File: src/rtl/l23_arb_pkg.sv
// Shared types and helpers for the L2/L3 egress arbiter.
package l23_arb_pkg;

  typedef enum logic [1:0] {
    ST_ARB   = 2'b00,
    ST_GRANT = 2'b01,
    ST_XFER  = 2'b10
  } arb_state_e;

  localparam int MAX_PORTS = 8;

  // Index width for n items; callers keep n >= 2 so the result is never 0.
  function automatic int clog2(input int n);
    int r;
    r = 0;
    for (int i = 0; i < 31; i++) begin
      if ((1 << i) < n) r = i + 1;
    end
    return r;
  endfunction

endpackage

File: src/rtl/l23_rr_picker.sv
// Combinational request picker: round-robin from ptr by default,
// lowest-index fixed priority when L23_ARB_FIXED_PRIO_EN is defined (no ptr port then).
module l23_rr_picker
  import l23_arb_pkg::*;
#(
  parameter int N_PORTS = 4
) (
  input  logic [N_PORTS-1:0]        req,
`ifndef L23_ARB_FIXED_PRIO_EN
  input  logic [clog2(N_PORTS)-1:0] ptr,
`endif
  output logic                      valid,
  output logic [clog2(N_PORTS)-1:0] idx
);

  localparam int IW = clog2(N_PORTS);

`ifdef L23_ARB_FIXED_PRIO_EN
  always_comb begin
    valid = 1'b0;
    idx   = '0;
    for (int k = N_PORTS - 1; k >= 0; k--) begin
      if (req[k]) begin
        valid = 1'b1;
        idx   = IW'(k);
      end
    end
  end
`else
  // Scan downward so the last hit written is the one closest to ptr.
  always_comb begin
    valid = 1'b0;
    idx   = '0;
    for (int k = N_PORTS - 1; k >= 0; k--) begin
      if (req[(int'(ptr) + k) % N_PORTS]) begin
        valid = 1'b1;
        idx   = IW'((int'(ptr) + k) % N_PORTS);
      end
    end
  end
`endif

endmodule

File: src/rtl/l23_egress_arb.sv
// Egress scheduler: grants one buffer via run, then routes its AXI-Stream frame to the output.
// Build option: L23_ARB_FIXED_PRIO_EN selects lowest-index priority instead of round-robin.
module l23_egress_arb
  import l23_arb_pkg::*;
#(
  parameter int N_PORTS    = 4,
  parameter int DATA_WIDTH = 64
) (
  input  logic                            clk,
  input  logic                            rst,
  input  logic                            arb_en,
  input  logic [N_PORTS-1:0]              req,
  input  logic [N_PORTS-1:0]              idle,
  output logic [N_PORTS-1:0]              run,
  input  logic [N_PORTS-1:0]              s_tvalid,
  input  logic [N_PORTS-1:0]              s_tlast,
  input  logic [N_PORTS*DATA_WIDTH-1:0]   s_tdata,
  output logic [N_PORTS-1:0]              s_tready,
  output logic                            m_tvalid,
  output logic                            m_tlast,
  output logic [DATA_WIDTH-1:0]           m_tdata,
  input  logic                            m_tready,
  output logic                            busy,
  output logic [clog2(N_PORTS)-1:0]       gnt_idx
);

  localparam int IW = clog2(N_PORTS);

  arb_state_e           state_q, state_d;
  logic [IW-1:0]        gnt_q, gnt_d;
  logic [N_PORTS-1:0]   run_q, run_d;
  logic                 pick_valid;
  logic [IW-1:0]        pick_idx;
  logic [DATA_WIDTH-1:0] slice [N_PORTS];

  for (genvar gi = 0; gi < N_PORTS; gi++) begin : g_slice
    assign slice[gi] = s_tdata[gi*DATA_WIDTH +: DATA_WIDTH];
  end

`ifdef L23_ARB_FIXED_PRIO_EN
  l23_rr_picker #(.N_PORTS(N_PORTS)) u_picker (
    .req   (req),
    .valid (pick_valid),
    .idx   (pick_idx)
  );
`else
  logic [IW-1:0] ptr_q, ptr_d;

  l23_rr_picker #(.N_PORTS(N_PORTS)) u_picker (
    .req   (req),
    .ptr   (ptr_q),
    .valid (pick_valid),
    .idx   (pick_idx)
  );

  always_ff @(posedge clk) begin
    if (rst) ptr_q <= '0;
    else     ptr_q <= ptr_d;
  end
`endif

  always_ff @(posedge clk) begin
    if (rst) begin
      state_q <= ST_ARB;
      gnt_q   <= '0;
      run_q   <= '0;
    end else begin
      state_q <= state_d;
      gnt_q   <= gnt_d;
      run_q   <= run_d;
    end
  end

  always_comb begin
    state_d = state_q;
    gnt_d   = gnt_q;
    run_d   = run_q;
`ifndef L23_ARB_FIXED_PRIO_EN
    ptr_d   = ptr_q;
`endif
    case (state_q)
      ST_ARB: begin
        run_d = '0;
        if (arb_en && pick_valid) begin
          gnt_d   = pick_idx;
          run_d   = N_PORTS'(1) << pick_idx;
          state_d = ST_GRANT;
        end
      end
      // Buffer leaving idle means it has committed to a frame; req loss first is an abort.
      ST_GRANT: begin
        if (!idle[gnt_q]) begin
          run_d   = '0;
          state_d = ST_XFER;
        end else if (!req[gnt_q]) begin
          run_d   = '0;
          state_d = ST_ARB;
        end
      end
      ST_XFER: begin
        if (m_tvalid && m_tready && m_tlast) begin
          state_d = ST_ARB;
`ifndef L23_ARB_FIXED_PRIO_EN
          ptr_d   = (gnt_q == IW'(N_PORTS - 1)) ? '0 : gnt_q + 1'b1;
`endif
        end
      end
      default: begin
        state_d = ST_ARB;
        run_d   = '0;
      end
    endcase
  end

  always_comb begin
    m_tdata  = slice[gnt_q];
    m_tvalid = 1'b0;
    m_tlast  = 1'b0;
    s_tready = '0;
    if (state_q != ST_ARB) begin
      m_tvalid        = s_tvalid[gnt_q];
      m_tlast         = s_tlast[gnt_q];
      s_tready[gnt_q] = m_tready;
    end
  end

  assign run     = run_q;
  assign busy    = (state_q != ST_ARB);
  assign gnt_idx = gnt_q;

endmodule

File: config.mk
export PLATFORM = sky130hd
export DESIGN_NAME = l23_egress_arb
export DESIGN_NICKNAME = d
export VERILOG_FILES = /design/src/rtl/l23_arb_pkg.sv /design/src/rtl/l23_rr_picker.sv /design/src/rtl/l23_egress_arb.sv
export SDC_FILE = /design/constraint.sdc
export NUM_CORES = 1
export LEC_CHECK = 0
export BUFFER_PORTS_ARGS = -buffer_cell sky130_fd_sc_hd__buf_2
export CAP_MARGIN = 5
export CORE_AREA = 5 5 134 136
export DETAILED_ROUTE_END_ITERATION = 10
export DIE_AREA = 0 0 139 141
export SKIP_CTS_REPAIR_TIMING = 1
export SLEW_MARGIN = 20
export SYNTH_ARGS = -nofsm -noshare
export SYNTH_HDL_FRONTEND = slang
export SYNTH_SLANG_ARGS = --single-unit
File: constraint.sdc
create_clock -name clk -period 1.5 [get_ports clk]
set_input_delay 0.15 -clock clk [delete_from_list [all_inputs] [get_ports clk]]
set_output_delay 0.15 -clock clk [all_outputs]
set_load 0.05 [all_outputs]
==> flow_summary.yaml <==
global_route:
  grt_max_degree: 36
  gr-usage-all-layers_pct: 13.7
  grtUsageMet1_pct: 19.0
  grt_busiest_layer: "met2"
  grt_pass1_vias: 3273
  antenna_found_initial: 1
  grt_overflow: 0
  grt_use_met3_pct: 2.78
  grt_first_pass_wirelength_um: 21000
  grt_use_met2_pct: 22.8
floorplanning:
  rows: 48
  ios: 353
  die_w_um: 139
  core_sq_mm: 0.0168
  die_area_sq_mm: 0.0196
  die-height_um: 141
  start_util_pct: 13.2
sta:
  fin_crit_sh_pct: 120
  fin_skew_ns: 0.00112
  tightestPinTransition_ns: 0.326
  holdWs_ns: 0.196
  slew_headroom_pct: 78.2
  hold_violations: 0
  rsz0062_at_grt: "yes"
  timing.fmax_mhz: 557
  report.final.slew_viol_count: 0
  min_period_ns: 1.80
  setup_slack_ns: -0.296
  finalSetupViolCount: 76
pwr:
  seqPwrFrac_pct: 9.9
  p_leak_uw: 0.00244
  power.net_switching_uw: 1280
  p_total_uw: 2900
  cellPowerDensity_mw_per_mm2: 562
  clkPwrFrac_pct: 16.0
  switching_share_pct: 44.1
  combPwrFrac_pct: 74.1
  vdd_ir_drop_max_mv: 0.580
  internal_power_uw: 1620
cts:
  clk_pin_slew_worst_paths_ns: 0.04
  cts_num_sinks: 10
  h-tree-depth: 1
  clk_latency_ns: 0.23
  cts_buffer_depth: 2
  cts_root_buf: "clkbuf_16"
  cts_tree: "done"
  cts_buffers: 3
worst_setup_path:
  cp.arrival_ns: 1.65
  timing.rr.end: "run[1]$_SDFFE_PP0P_"
  r2r_setup_slack_ns: -0.20
  worstPathRequired_ns: 1.35
  r2r.worst_path.cells: 6
  critPathLaunchType: "flip-flop"
  cp-end-kind: "output pin"
  worst-setup-path-type: "flip-flop to output pin"
  path_cells: "buf_4 > mux4_2 > and2_4 > buf_4"
  cp-endpoint: "m_tlast"
  critPathSlowestCell: "mux4_2"
  crit_fanout: 4
  cpMostUsedCell: "buf_4"
  r2r_start: "gnt_idx[0]$_SDFFE_PP0P_"
  crit_path_max_incr_delay_ns: 0.53
  cp-startpoint: "gnt_idx[0]$_SDFFE_PP0P_"
routing:
  wire_per_inst_um: 20.0
  drt_iter0_markers: 215
  drc: 0
  ant_nets: 0
  dr.pass1.iters: 4
  dr_total_vias: 3277
  viasPerCell: 4.36
  wirelength_um: 15100
final_layout:
  nets: 809
  fillCellCount: 1713
  multiInputGateArea_sq_mm: 0.00196
  syn_to_final_growth_pct: 133
  regArea_sq_um: 208
  drive_gt1_share_pct: 89.9
  antenna_cells: 0
  finish.utilization_pct: 30.7
logic_synthesis:
  synth_area_leaders: "mux4_2 69%, dfxtp_1 9.0%, buf_2 2.3%"
  seq_area_frac_synth_pct: 9.04
  ys_types: 29
  yosysWarnings: 0
  yosys_most_used_dff: "dfxtp_1"
  ys_ff_latch: 10
  synth_area_per_cell_sq_um: 14.3
  syn-cell-area_sq_mm: 0.00221
  synth.largest_area_cell: "mux4_2"
  synth_edf_count: 0
  syn-num-nets: 435
  synth_common_cells: "68 x mux4_2, 10 x buf_2, 10 x dfxtp_1"
  yosys.area.top_type_share_pct: 69.2
  syn-instance-count: 155
  async_flop_share_pct: 0
  synth.most_common_cell: "mux4_2"
place:
  place_hpwl_um: 13400
  routabilityCongestion: 0.925
  port_buffers: 352
status:
  violations: "setup timing"
  status: "finished with violations"
hold_path:
  hold_path.class: "primary input to flip-flop"
job:
  maxCapViolations: 0
## state kept, by name, summed over array words and instances (netlist names)
signal   flops
ptr_q        2
gnt_idx      2
state_q      2
run          4
## critical path, delay by kind of cell (launching register included)
family	cells	cell delay, ns
and+or+nand+nor	1	0.18
muxes	1	0.53
buffers and inverters	2	0.32
DFF	1	0.38
## layout make-up
cell class              count  area share [%]
flip-flops and latches     10            4.02
clock buffers               3            1.45
well taps                 225            5.45
repair buffers            387            50.6
inverters                   6           0.484
multi-input cells         121            38.0
## layer usage
metal,wire (um),vias to the layer above
met2,7650,216
met4,154,2
met3,1190,14
li1,-,1429
met5,13,-
met1,6070,1616
## worst min-delay path by stage
| stage | from | endpoint | slack, ns | depth (start not counted) |
|---|---|---|---|---|
| 2_1_floorplan | m_tready | state_q[1]$_SDFFE_PP0P_ | 0.35 | 3 |
| 3_3_place_gp | rst | ptr_q[0]$_SDFFE_PP0P_ | 0.44 | 2 |
| 3_5_place_dp | rst | state_q[0]$_SDFFE_PP0P_ | 0.44 | 2 |
| 4_1_cts | rst | ptr_q[0]$_SDFFE_PP0P_ | 0.19 | 2 |
| 5_1_grt | rst | ptr_q[0]$_SDFFE_PP0P_ | 0.22 | 2 |
| 6_report | rst | ptr_q[0]$_SDFFE_PP0P_ | 0.20 | 2 |
## power by group through the flow
stage	logic, uW	clock network (uW)	registers [uW]
floorplan	1160	0	308
global placement	1820	0	291
detailed placement	1830	0	291
CTS	1830	466	287
global route	2250	487	290
finish	2150	464	289
## cells by family (layout without fill, tap and decap cells)
kind of cell               count (synthesis)  count (layout)  synth area share (%)
AOI/OAI and AO/OA                         15              15                  5.14
DFF                                       10              10                  9.04
and+or+nand+nor                           32              32                  8.31
adders and majority gates                  4               4                  2.26
muxes                                     70              70                  70.1
buffers and inverters                     24             396                  5.20
## per-stage QoR
stage               area, sq um  cells  setup TNS, ns  setup WS [ns]
global placement           4480    742          -2.52        -0.0890
floorplan                  2340    155         -10.87         -0.208
finish                     5170    752         -17.16         -0.296
detailed placement         4480    742          -3.23        -0.0949
CTS                        4560    745         -19.73         -0.345
global route               5170    752         -20.37         -0.335
## placed cells by master, fill, tap and decap left out, types with 3 or more instances in the layout
cell	count
mux4_2	68
and2_1	4
dfxtp_1	8
nor2b_1	4
ha_1	4
nand2_1	4
buf_8	5
buf_4	19
clkbuf_16	4
buf_2	282
inv_1	5
buf_6	73
a21oi_1	4
nand2b_1	3
buf_12	7
and3_1	4
nor2_1	4
o2bb2ai_2	3
No activity file was read; power rests on OpenSTA's default activity.
